**config.mk**
```make
export PLATFORM = sky130hd
export DESIGN_NAME = rom_loader_flat
export DESIGN_NICKNAME = d
export VERILOG_FILES = /design/src/rtl/rom_loader_pkg.sv /design/src/rtl/rom_loader_if.sv /design/src/rtl/rom_loader_rst_stretch.sv /design/src/rtl/rom_loader.sv /design/src/flat_wrapper.sv
export SDC_FILE = /design/constraint.sdc
export NUM_CORES = 1
export LEC_CHECK = 0
export CORE_UTILIZATION = 32
export DETAILED_ROUTE_END_ITERATION = 8
export GPL_ROUTABILITY_DRIVEN = 1
export GPL_TIMING_DRIVEN = 0
export REMOVE_ABC_BUFFERS = 1
export SKIP_LAST_GASP = 1
export SLEW_MARGIN = 20
export SYNTH_ARGS = -nofsm -noshare
export SYNTH_HDL_FRONTEND = slang
export SYNTH_SLANG_ARGS = --single-unit
```
**constraint.sdc**
```tcl
create_clock -name clk -period 1.9 [get_ports clk]
set_input_delay 0.19 -clock clk [delete_from_list [all_inputs] [get_ports clk]]
set_output_delay 0.19 -clock clk [all_outputs]
set_load 0.05 [all_outputs]
```
**src/rtl/rom_loader_pkg.sv**
```systemverilog
// rom_loader_pkg: ROM address type, field helpers and loader state encoding.
package rom_loader_pkg;
  localparam int ROM_ADDR_BITS = 12;
  localparam int MAX_LOAD_LEN = 4096;
  typedef logic [ROM_ADDR_BITS-1:0] rom_addr_t;
  typedef enum logic [1:0] {IDLE, LOAD, RELEASE} loader_state_t;
  function automatic logic [3:0] chip_of(rom_addr_t a);
    return a[11:8];
  endfunction
  function automatic logic [7:0] offset_of(rom_addr_t a);
    return a[7:0];
  endfunction
endpackage

```
**src/rtl/rom_loader_if.sv**
```systemverilog
// rom_loader_if: host program byte stream with valid/ready handshake.
interface rom_loader_if;
  logic [7:0] s_data;
  logic s_valid;
  logic s_ready;
  modport master(output s_data, s_valid, input s_ready);
  modport slave(input s_data, s_valid, output s_ready);
endinterface

```
**src/rtl/rom_loader_rst_stretch.sv**
```systemverilog
// rom_loader_rst_stretch: loadable down-counter flagging the cycle before it reaches zero.
module rom_loader_rst_stretch #(
  parameter int HOLD = 16
) (
  input  logic clk,
  input  logic rst,
  input  logic load,
  input  logic clr,
  output logic last
);
  localparam int W = $clog2(HOLD + 1);
  logic [W-1:0] cnt;
  assign last = cnt == W'(1);
  always_ff @(posedge clk)
    if (rst || clr) cnt <= '0;
    else if (load) cnt <= W'(HOLD);
    else if (cnt != '0) cnt <= cnt - W'(1);
endmodule

```
**src/rtl/rom_loader.sv**
```systemverilog
// rom_loader: streams host bytes into the MCS-4 ROM debug port, holding cpu_rst until the load settles.
module rom_loader import rom_loader_pkg::*; #(
  parameter int NUM_ROMS = 16,
  parameter int RST_HOLD_CYCLES = 16
) (
  input  logic            clk,
  input  logic            rst,
  input  logic            cfg_start,
  input  logic            cfg_abort,
  input  rom_addr_t       cfg_base_addr,
  input  logic [12:0]     cfg_len,
  rom_loader_if.slave     s,
  output logic [2:0][3:0] dbg_addr,
  output logic [7:0]      dbg_wdata,
  output logic            dbg_wen,
  output logic            cpu_rst,
  output logic            busy,
  output logic            done,
  output logic [7:0]      checksum,
  output logic            err_range
);
  loader_state_t state;
  rom_addr_t cur_addr;
  logic [12:0] remaining;
  logic beat, go, last_beat, rel_load, rel_last;
  assign s.s_ready = state == LOAD;
  assign busy = state != IDLE;
  assign beat = s.s_valid && s.s_ready && !cfg_abort;
  assign go = state == IDLE && cfg_start && !cfg_abort;
  assign last_beat = beat && remaining == 13'd1;
  assign rel_load = (go && cfg_len == 13'd0) || last_beat;
  rom_loader_rst_stretch #(.HOLD(RST_HOLD_CYCLES)) u_stretch (
    .clk(clk), .rst(rst), .load(rel_load), .clr(cfg_abort), .last(rel_last)
  );
  always_ff @(posedge clk)
    if (rst) begin
      state <= IDLE;
      cur_addr <= '0;
      remaining <= '0;
      dbg_addr <= '0;
      dbg_wdata <= '0;
      dbg_wen <= 1'b0;
      cpu_rst <= 1'b1;
      done <= 1'b0;
      checksum <= '0;
      err_range <= 1'b0;
    end else begin
      dbg_wen <= beat;
      done <= 1'b0;
      if (beat) begin
        dbg_addr <= cur_addr;
        dbg_wdata <= s.s_data;
        cur_addr <= cur_addr + 12'd1;
        remaining <= remaining - 13'd1;
        checksum <= checksum + s.s_data;
        if (32'(chip_of(cur_addr)) >= NUM_ROMS) err_range <= 1'b1;
      end
      if (cfg_abort) state <= IDLE;
      else if (go) begin
        state <= cfg_len == 13'd0 ? RELEASE : LOAD;
        cur_addr <= cfg_base_addr;
        remaining <= cfg_len;
        checksum <= '0;
        err_range <= 1'b0;
        cpu_rst <= 1'b1;
      end else if (last_beat) state <= RELEASE;
      else if (state == RELEASE && rel_last) begin
        state <= IDLE;
        cpu_rst <= 1'b0;
        done <= 1'b1;
      end
    end
endmodule

```
**src/flat_wrapper.sv**
```systemverilog
// flat-port wrapper written by rule: the top's interface ports become plain ports
module rom_loader_flat import rom_loader_pkg::*;
#(
  parameter int NUM_ROMS = 16,
  parameter int RST_HOLD_CYCLES = 16
)
  (clk, rst, cfg_start, cfg_abort, cfg_base_addr, cfg_len, dbg_addr, dbg_wdata, dbg_wen, cpu_rst, busy, done, checksum, err_range, s_s_data, s_s_valid, s_s_ready);
  rom_loader_if s_i ();
  input  logic clk;
  input  logic rst;
  input  logic cfg_start;
  input  logic cfg_abort;
  input  rom_addr_t cfg_base_addr;
  input  logic [12:0] cfg_len;
  output logic [2:0][3:0] dbg_addr;
  output logic [7:0] dbg_wdata;
  output logic dbg_wen;
  output logic cpu_rst;
  output logic busy;
  output logic done;
  output logic [7:0] checksum;
  output logic err_range;
  input wire logic [$bits(s_i.s_data)-1:0] s_s_data;
  input wire logic [$bits(s_i.s_valid)-1:0] s_s_valid;
  output wire logic [$bits(s_i.s_ready)-1:0] s_s_ready;
  assign s_i.s_data = s_s_data;
  assign s_i.s_valid = s_s_valid;
  assign s_s_ready = s_i.s_ready;
  rom_loader #(.NUM_ROMS(NUM_ROMS), .RST_HOLD_CYCLES(RST_HOLD_CYCLES)) u_core (.clk(clk), .rst(rst), .cfg_start(cfg_start), .cfg_abort(cfg_abort), .cfg_base_addr(cfg_base_addr), .cfg_len(cfg_len), .s(s_i), .dbg_addr(dbg_addr), .dbg_wdata(dbg_wdata), .dbg_wen(dbg_wen), .cpu_rst(cpu_rst), .busy(busy), .done(done), .checksum(checksum), .err_range(err_range));
endmodule
```
## Word level (Yosys, flattened, before mapping)

Cells that the tools add are included.

- Bits of input ports: 38
- Output and inout port bits: 34
- Word-level logic and storage cells: 63
- Flip-flop bits (word level): 63

- $add $sub $neg: 4
- Muxes and demuxes: 19
- Bitwise gates (word level): 1
- Eq/ne operators: 5
- Reductions and logical operators: 21

Operators with widths:

| kind | count |
|---|---|
| 13-bit two-way mux | 3 |
| 12-bit two-way mux | 3 |
| 8-bit two-way mux | 3 |
| 13-bit by 1-bit equality test with 1-bit output (second input constant) | 1 |
| 13-bit logical NOT | 1 |
| 13-bit by 1-bit subtractor with 13-bit output (second input constant) | 1 |
| 12-bit by 1-bit adder with 12-bit output (second input constant) | 1 |
| 5-bit two-way mux | 2 |
| 8-bit adder | 1 |
| 2-bit two-way mux | 4 |
| 1-bit logical AND | 7 |
| 2-bit nonzero test | 3 |
| 5-bit by 1-bit equality test with 1-bit output (second input constant) | 1 |
| 5-bit nonzero test | 1 |
| 5-bit by 1-bit subtractor with 5-bit output (second input constant) | 1 |
| 1-bit two-way mux | 4 |
| 2-bit OR reduction | 2 |
| 4-bit OR reduction | 1 |
| 3-bit AND reduction | 1 |
| 3-bit nonzero test | 1 |
| 2-bit by 1-bit equality test with 1-bit output (second input constant) | 1 |
| 2-bit equality test (second input constant) | 1 |
| 2-bit logical NOT | 1 |
| 1-bit logical OR | 2 |
| 3 further kinds | 3 |

## Logic depth before layout (Yosys ltp)

Gate-level depths: netlist of run 1.

- Depth in word-level cells: 6
- Mapped depth: 7
- Depth with buffers taken out: 7

## By module

From an unflattened synthesis of run 1, not the netlist that was laid out.

- Cell total of the unflattened synthesis: 360
- Area, all modules: 3007.9 µm²

Modules (own cells, without submodules):

| module | times used | cells each | area each (µm²) | seq. area each (µm²) |
|---|---|---|---|---|
| rom_loader | 1 | 335 | 2762.6 | 1161.1 |
| rom_loader_rst_stretch | 1 | 25 | 245.2 | 100.1 |

## Worst setup path before layout of run 1

No wires, ideal clock.

- Path kind: register to register
- Start point: reg u_core.checksum[0]
- End point: reg u_core.checksum[6]
- Required time: 1.783 ns
- Buffers on the path: 0
- Arrival time: 1.947 ns
- Stages on the path, launching flop included: 8
- Clock period less this slack: 2.064 ns
- Setup slack: -0.164 ns
- Library setup time: 0.117 ns
- Cells stage by stage: dfxtp_1 > ha_1 > fa_1 > a211oi_1 > o21bai_1 > a21oi_1 > mux2i_1 > nand2_1

- Word-level cells in the longest chain between the ends: 4

RTL lines:

| what | line | source |
|---|---|---|
| start, declared | rom_loader.sv:19 | `output logic [7:0] checksum,` |
| start signal, assigned | rom_loader.sv:55 | `checksum <= checksum + s.s_data;` |
| 8-bit adder (*) | rom_loader.sv:55 |  |
| 8-bit two-way mux (*) | rom_loader.sv:50 | `if (beat) begin` |
| 8-bit two-way mux | rom_loader.sv:59 | `else if (go) begin` |
| 8-bit two-way mux (*) | rom_loader.sv:58 | `if (cfg_abort) state <= IDLE;` |

Mark *: on every way between the ends. The rest lies on a longest branch, timed or not.
A chain may end at the register's enable or synchronous reset.

## Worst setup path after layout of run 1

- Start point: reg u_core.remaining[3]
- End point: reg u_core.remaining[12]

- Word-level cells in the longest chain between the ends: 4

RTL lines:

| what | line | source |
|---|---|---|
| start, declared | rom_loader.sv:24 | `logic [12:0] remaining;` |
| start signal, assigned | rom_loader.sv:54 | `remaining <= remaining - 13'd1;` |
| start signal, assigned | rom_loader.sv:62 | `remaining <= cfg_len;` |
| 13-bit by 1-bit subtractor with 13-bit output (*) | rom_loader.sv:54 |  |
| 13-bit two-way mux (*) | rom_loader.sv:50 |  |
| 13-bit two-way mux | rom_loader.sv:59 |  |
| 13-bit two-way mux (*) | rom_loader.sv:58 |  |

Marks and branches as above.

==> reports/qor.csv, run 1 <==
metric,value,unit
Netlist cell types,46,
detailed-placement wirelength estimate,4830,µm
Total Nets Final,491,
Clock Latency Late Sink,0.35,ns
placed inst area,3870,µm²
die height,99.5,µm
leak pwr,1.51,nW
final period utilization,98.4,%
met3 Use GR,3.30,%
final cell count without fillers,574,
Avg WL per Cell,13.0,µm
# Max-Cap Violations,0,
Core ar.,9240,µm²
Min-Delay Path Class,input port to flip-flop,
"flops & latches, synth",63,
ys flop type,dfxtp_1,
"Setup violations, final",0,
I/O pins,72,
"Max FO, Critical Path",5,
dpl cells,546,
Syn Inst Count,366,
CP startpoint kind,flip-flop,
synth warn,0,
Critical Path RT,2.16,ns
Initial Util,32.9,%
CTS max path bufs,2,
Antenna Cells,0,
largest net degree at the start of global routing,51,
critical path capture point type,flip-flop,
worst slew pin tran,0.529,ns
Power Dens Cells,785,nW/µm²
Via Count,2786,
GP Congestion,0.798,
DRT antenna net count,0,
first-pass GRT wire length,12600,µm
total clock sinks,63,
run status,"finished, final reports clean",
Setup CP Type,flip-flop to flip-flop,
Port Buffers,70,
Post-synth EDFFs,0,
clock slew seen by the registers of the worst setup and hold paths,0.08,ns
met2 Usage GRT,27.0,%
Max Clk Rate,0.535,GHz
"Cell Area, Synth",3040,µm²
Critical Path Max Stage Delay,0.57,ns
die width,99.5,µm
CTS buffer count,9,
initial antenna violation count,0,
DRC,0,
Vias/cell,4.85,
sequential share of the synthesized area,41.5,%
CP cell instances,"or4_4, nor4b_4, nand3b_1, xor2_1, a211oi_1",
fraction of layout cells with a size suffix above 1,11.5,%
Routed WL,7480,µm
Final Core Density,45.8,%
Slew Limit Headroom,64.7,%
Buf/Inv on CP,0,
Slew Limit Fails,0,
GR peak layer,met2,
CTS H-tree depth,3,
root buf cell,clkbuf_8,
clock tree from TritonCTS,yes,
met1 Usage GRT,20.1,%
vias in the first global route,2680,
num rows,35,
Initial DRC Count,91,
RSZ-0062 raised after global routing,yes,
CP max-delay cell,or4_4,
grt total ovfl,0,
TNS Setup,0,ns
GRT Resource Usage Total,16.1,%
Synth async-reset ratio,0,%
Layout area overhead,39.2,%
"Avg Cell Area, Syn",8.30,µm²
Hold WS,0.319,ns
clk_skew,0.0101,ns
crit-path leading delay family,simple AND/OR/NAND/NOR gates,
post-layout instance area,4230,µm²
Period minus WS final,1.87,ns
First-pass DRT Iterations,4,
final hold vios,0,
critical path arrival,2.13,ns
Peak VDD IR,0.437,mV
die area,9890,µm²
## what timing repair did
action,4_1_cts,5_1_grt
hold buffers,0,0
pin swaps,5,5
setup endpoints to repair,42,23
resized for setup,13,11
buffers inserted,5,6
gates cloned,1,1
## final cells by class
type,instances,area [µm²]
repair buffers,82,805
inverters,6,22.5
multi-input cells,278,1770
clock buffers,9,124
fillers,894,5010
well taps,129,161
flip-flops and latches,63,1270
clock inverters,7,80.1
## report_power, final
part	internal [mW]	switching, mW	total, mW
sequential	1.40	0.0852	1.48
clock	0.621	0.588	1.21
combinational	0.310	0.322	0.631
total	2.33	0.995	3.32
## cells in the mapped netlist, drive strengths merged, types with 2 or more instances
cell type	number	area share, %
or3	2	0.41
nand2b	3	0.62
o21ai	3	0.49
nand3	4	0.66
nand4	5	1.0
ha	12	4.9
xnor2	14	4.0
clkbuf	15	1.9
mux2i	3	0.99
a21boi	3	0.74
a311oi	2	0.58
and3	3	0.62
nand2	71	8.8
inv	6	0.74
o211ai	3	0.74
dfxtp	63	41
buf	6	0.95
nor2b	2	0.41
a21oi	30	4.9
nor4b	2	1.1
nor4	6	1.4
or4	2	0.74
xor2	13	3.7
a21o	3	0.74
nor3	11	1.8
nor2	40	4.9
a211oi	25	6.3
## routing by layer
metal | vias up | part of all wire [%] | wire length, µm
met2 | 54 | 46 | 3410
met1 | 1297 | 49 | 3680
met4 | 0 | 1.6 | 123
li1 | 1423 | - | -
met5 | - | 0 | 0
met3 | 12 | 3.5 | 264
## through the flow
stage	power (mW)	worst slack, ns
2_1_floorplan	1.91	-0.734
3_3_place_gp	2.09	-2.05
3_5_place_dp	2.11	-1.16
4_1_cts	3.34	-0.0875
5_1_grt	3.51	-0.0754
6_report	3.32	0.0301
## state kept, by name, indices dropped and copies added, names as in the netlist
signal,flops
u_core.checksum,8
u_core.dbg_addr,12
u_core.cpu_rst,1
u_core.cur_addr,12
u_core.u_stretch.cnt,5
u_core.state,2
u_core.remaining,13
u_core.dbg_wen,1
u_core.dbg_wdata,8
u_core.done,1
## path summary, 6_finish.rpt
path | from | end | slack, ns | cells after the start
max | u_core.remaining[3] | u_core.remaining[12] | 0.03 | 5
min | rst | u_core.dbg_wdata[4] | 0.32 | 2
max reg2reg | u_core.remaining[3] | u_core.remaining[12] | 0.03 | 5
min reg2reg | u_core.dbg_wdata[4] | u_core.dbg_wdata[4] | 0.45 | 2
## cells by family (layout without fill, tap and decap cells)
family | after synthesis | count (layout) | share of synthesized area [%]
compound gates | 73 | 73 | 15.6
xor+xnor | 27 | 27 | 7.78
flops | 63 | 63 | 41.5
buf+inv | 27 | 104 | 3.54
fa+ha+maj | 13 | 13 | 5.60
simple gates | 159 | 161 | 24.9
other cells | 1 | 1 | 0.123
mux | 3 | 3 | 0.988
## cells in the final DEF (no fill, tap or decap), drive strengths merged, types with 2 or more instances in the layout
master          n
nor4b           2
nand2          71
clkbuf          9
a21oi          30
dlygate4sd2     3
ha             12
and4bb          3
nor2           40
nor4            6
clkdlybuf4s50  65
and3            3
clkinvlp        2
o211ai          3
o21ai           3
nand4           5
a21boi          3
mux2i           3
inv             9
nor2b           2
or3             2
nor3           11
xor2           13
buf            13
or4             2
nand3           4
dfxtp          63
xnor2          14
a211oi         25
a21o            3
a311oi          2
nand2b          3
(Power assumes the default switching activity.)
==> run 2, diff against run 1 <==
--- a/config.mk
+++ b/config.mk
@@ -6,9 +6,11 @@
 export NUM_CORES = 1
 export LEC_CHECK = 0
 export CORE_UTILIZATION = 32
+export CTS_BUF_LIST = sky130_fd_sc_hd__clkbuf_8 sky130_fd_sc_hd__clkbuf_16
 export DETAILED_ROUTE_END_ITERATION = 8
 export GPL_ROUTABILITY_DRIVEN = 1
 export GPL_TIMING_DRIVEN = 0
+export MAX_ROUTING_LAYER = met4
 export REMOVE_ABC_BUFFERS = 1
 export SKIP_LAST_GASP = 1
 export SLEW_MARGIN = 20
==> reports/qor.csv, run 2 (synthesis results as in run 1) <==
metric,value,unit
Core ar.,9240,µm²
Slew Limit Headroom,65.1,%
Critical Path RT,2.16,ns
leak pwr,1.51,nW
Total Nets Final,491,
first-pass GRT wire length,12600,µm
Port Buffers,70,
Power Dens Cells,785,nW/µm²
largest net degree at the start of global routing,51,
fraction of layout cells with a size suffix above 1,11.5,%
die area,9890,µm²
detailed-placement wirelength estimate,4830,µm
Slew Limit Fails,0,
final period utilization,98.4,%
I/O pins,72,
clk_skew,0.00821,ns
Fill cells,894,
"commonest cells after routing, fill and taps aside","nand2_1, clkdlybuf4s50_1, dfxtp_1",
"Setup violations, final",0,
DRT antenna net count,0,
DRC,0,
R2R depth,5,
part of the power in the clock network,36.3,%
Max Used Layer,met4,
CTS buffer count,9,
Min-Delay Path Class,input port to flip-flop,
Avg WL per Cell,13.1,µm
Initial DRC Count,87,
max FFs per register,13,
grt total ovfl,0,
First-pass DRT Iterations,4,
vias in the first global route,2690,
CP startpoint kind,flip-flop,
Antenna Cells,0,
final hold vios,0,
total power,3.32,mW
multi-input logic area,1770,µm²
die width,99.5,µm
Clock Latency Late Sink,0.35,ns
run status,"finished, final reports clean",
met2 wire length,3470,µm
biggest regs,"u_core.remaining: 13 flops, u_core.cur_addr: 12 flops, u_core.dbg_addr: 12 flops",
Worst Hold Depth,2,
Int Power,2.33,mW
Sequential Power Share,44.6,%
"commonest non-fill, non-tap cell in the layout",nand2_1,
CTS max path bufs,2,
GP Congestion,0.809,
Psw,0.993,mW
num rows,35,
TNS Setup,0,ns
Routed WL,7490,µm
Gate power share,19.0,%
register area,1270,µm²
Peak VDD IR,0.437,mV
worst slew pin tran,0.522,ns
clock tree from TritonCTS,yes,
Setup CP Type,flip-flop to flip-flop,
CTS H-tree depth,3,
met3 wire len,262,µm
RSZ-0062 raised after global routing,yes,
Routed met1 length,3630,µm
initial antenna violation count,0,
Top reg by flops,u_core.remaining,
Via Count,2787,
Period minus WS final,1.87,ns
GRT Resource Usage Total,16.6,%
Layout area overhead,39.2,%
Max Clk Rate,0.535,GHz
critical path capture point type,flip-flop,
total clock sinks,63,
Initial Util,32.9,%
die height,99.5,µm
Vias/cell,4.86,
switch share,29.9,%
critical path arrival,2.13,ns
"Max FO, Critical Path",5,
# Max-Cap Violations,0,
root buf cell,clkbuf_8,
clock slew seen by the registers of the worst setup and hold paths,0.08,ns
Hold WS,0.314,ns
## run 2: power by group through the flow
stage	logic [mW]	clock network, mW	registers [mW]
after CTS	0.615	1.24	1.48
after global placement	0.584	0	1.51
after detailed placement	0.601	0	1.51
after global routing	0.705	1.31	1.50
after floorplan	0.402	0	1.51
final	0.631	1.21	1.48
## run 2: through the flow
step / instance area, µm² / std cells / util, % / worst slack (ns)
CTS: 4170 / 568 / 45.1 / -0.0875
global route: 4230 / 574 / 45.8 / -0.0751
global placement: 3820 / 544 / 41.3 / -2.05
finish: 4230 / 574 / 45.8 / 0.0303
detailed placement: 3870 / 546 / 41.9 / -1.16
floorplan: 2950 / 345 / - / -0.734
## run 2: timing repair
action	in CTS	in global routing
setup buffers	5	6
endpoints found under the setup margin	42	23
gates resized for setup	13	11
hold buffers	0	0
gates cloned	1	1
pin swaps	5	5
## run 2: final timing paths
check	startpoint	to	slack (ns)
hold reg to reg	u_core.dbg_wdata[4]	u_core.dbg_wdata[4]	0.45
hold / removal	rst	u_core.dbg_wdata[4]	0.31
setup / recovery	u_core.remaining[3]	u_core.remaining[12]	0.03
setup reg to reg	u_core.remaining[3]	u_core.remaining[12]	0.03
## run 2: worst max-delay path, stage by stage (launching register included)
cell      delay, ns
dfxtp_4        0.36
or4_4          0.57
nor4b_4        0.38
nand3b_1       0.13
xor2_1         0.16
a211oi_1       0.18
## run 2: area by class of cell
cell class,count,area share [%]
clock buffer,9,2.93
clock inverter,7,1.89
inverter,6,0.532
multi-input combinational,278,41.7
sequential,63,30.1
tap,129,3.81
timing repair buffer,82,19.0
## run 2: per-layer routing
metal | GRT usage [%] | vias up
li1 | - | 1423
met1 | 20.1 | 1297
met2 | 27.1 | 55
met3 | 3.30 | 12
met4 | 6.45 | 0
met5 | - | -
==> run 3, diff against run 2 <==
--- a/config.mk
+++ b/config.mk
@@ -12,6 +12,7 @@
 export GPL_TIMING_DRIVEN = 0
 export MAX_ROUTING_LAYER = met4
 export REMOVE_ABC_BUFFERS = 1
+export SETUP_SLACK_MARGIN = 0.2
 export SKIP_LAST_GASP = 1
 export SLEW_MARGIN = 20
 export SYNTH_ARGS = -nofsm -noshare
==> reports/qor.csv, run 3 (synthesis results as in run 1) <==
metric,value,unit
run status,"finished, violations left",
total power,3.36,mW
CTS buffer count,9,
TNS Setup,-0.0535,ns
num rows,35,
vias in the first global route,2718,
Slew Limit Headroom,64.7,%
DRT antenna net count,0,
Routed WL,8090,µm
Max Clk Rate,0.515,GHz
GP Congestion,0.809,
Core ar.,9240,µm²
CP max-delay cell,or4_4,
Via Count,2875,
FF-to-FF Start,u_core.state[1],
internal reg-to-reg setup slack,-0.04,ns
RSZ-0062 raised after global routing,yes,
"Setup violations, final",2,
crit-path leading delay family,simple AND/OR/NAND/NOR gates,
leak pwr,1.96,nW
first-pass GRT wire length,12700,µm
final hold vios,0,
worst slew pin tran,0.529,ns
Total Nets Final,505,
GRT Resource Usage Total,16.8,%
DRC,0,
die height,99.5,µm
biggest regs,"u_core.remaining: 13 flops, u_core.cur_addr: 12 flops, u_core.dbg_addr: 12 flops",
Buf/Inv on CP,1,
cts hold-fix bufs,0,
critical path capture point type,flip-flop,
Int Power,2.34,mW
Critical Path Max Stage Delay,0.42,ns
Initial Util,32.9,%
R2R depth,6,
Initial DRC Count,90,
grt total ovfl,0,
CTS max path bufs,2,
Clock Latency Late Sink,0.35,ns
initial antenna violation count,0,
Slew Limit Fails,0,
Power Dens Cells,743,nW/µm²
Critical Path RT,2.18,ns
"Max FO, Critical Path",6,
Min-Delay Path Class,input port to flip-flop,
CP startpoint kind,flip-flop,
"Endpoint, Worst Hold",u_core.state[0],
Avg WL per Cell,13.8,µm
"commonest cells after routing, fill and taps aside","nand2_1, dfxtp_1, nor2_1",
Antenna Cells,0,
register area,1270,µm²
Top reg by flops,u_core.remaining,
die area,9890,µm²
final period utilization,102,%
I/O pins,72,
min-delay src,cfg_abort,
Worst Hold Depth,2,
total clock sinks,63,
Layout area overhead,48.7,%
CP cell instances,"nand4bb_4, clkbuf_16, or4_4, or3_4, xor2_1, a211oi_2",
clock tree from TritonCTS,yes,
slack of the critical path,-0.0436,ns
max FFs per register,13,
die width,99.5,µm
clk_skew,0.00508,ns
Period minus WS final,1.94,ns
"commonest non-fill, non-tap cell in the layout",nand2_1,
Psw,1.02,mW
largest net degree at the start of global routing,51,
detailed-placement wirelength estimate,4830,µm
clock slew seen by the registers of the worst setup and hold paths,0.07,ns
RR Endpoint,u_core.remaining[5],
Vias/cell,4.89,
switch share,30.3,%
Setup CP Type,flip-flop to flip-flop,
critical path arrival,2.22,ns
root buf cell,clkbuf_8,
fraction of layout cells with a size suffix above 1,18.7,%
First-pass DRT Iterations,4,
# Max-Cap Violations,0,
Fill cells,869,
Peak VDD IR,0.437,mV
multi-input logic area,1880,µm²
Gate power share,19.6,%
"worst slack, placed",-1.16,ns
Port Buffers,70,
failing checks,setup timing,
CTS H-tree depth,3,
Sequential Power Share,44.2,%
part of the power in the clock network,36.1,%
-- run 3: repair_timing --
item | CTS | global route
resized for setup | 38 | 55
endpoints found under the hold margin | 0 | 0
cloned | 1 | 2
setup buffers | 10 | 13
pin swaps | 20 | 23
endpoints found under the setup margin | 55 | 56
-- run 3: worst max-delay path by stage --
stage	from	to	slack [ns]	cells after the start
after floorplan	u_core.state[1]	u_core.remaining[5]	-0.73	5
after detailed placement	cfg_abort	u_core.remaining[10]	-1.16	7
final	u_core.state[1]	u_core.remaining[5]	-0.04	6
after CTS	u_core.state[1]	u_core.remaining[5]	-0.09	6
after global routing	u_core.state[1]	u_core.cur_addr[11]	-0.12	6
after global placement	cfg_abort	u_core.remaining[5]	-2.05	6
-- run 3: final cells by class --
class                           instances  share of cell area, %
Multi-Input combinational cell        279                   41.7
Sequential cell                        63                   28.2
Timing Repair Buffer                   95                   21.5
Tap cell                              129                   3.57
Clock buffer                            9                   2.74
Clock inverter                          7                   1.77
Inverter                                6                  0.498
-- run 3: power by group through the flow --
stage | logic [mW] | clock network, mW | registers [mW]
after floorplan | 0.402 | 0 | 1.51
after global placement | 0.584 | 0 | 1.51
after detailed placement | 0.601 | 0 | 1.51
after CTS | 0.630 | 1.24 | 1.48
after global routing | 0.731 | 1.31 | 1.50
final | 0.660 | 1.21 | 1.49
-- run 3: metrics by stage --
step	instance area, µm²	hold WS (ns)	cells	util (%)
finish	4520	0.210	588	48.9
global route	4520	0.223	588	48.9
CTS	4240	0.308	573	45.9
detailed placement	3870	0.447	546	41.9
global placement	3820	0.442	544	41.3
floorplan	2950	0.255	345	-
-- run 3: worst register-to-register path: stages, from the launching register on --
cell and delay [ns]:
dfxtp_4 0.36, nand4bb_4 0.21, clkbuf_16 0.17, or4_4 0.42, or3_4 0.38, xor2_1 0.16, a211oi_2 0.16
-- run 3: metal layers --
layer	up-vias	GRT usage, %	wire length [µm]
met5	-	-	0
met2	63	27.8	3810
li1	1452	-	-
met4	0	7.35	161
met1	1346	19.8	3780
met3	14	3.44	331
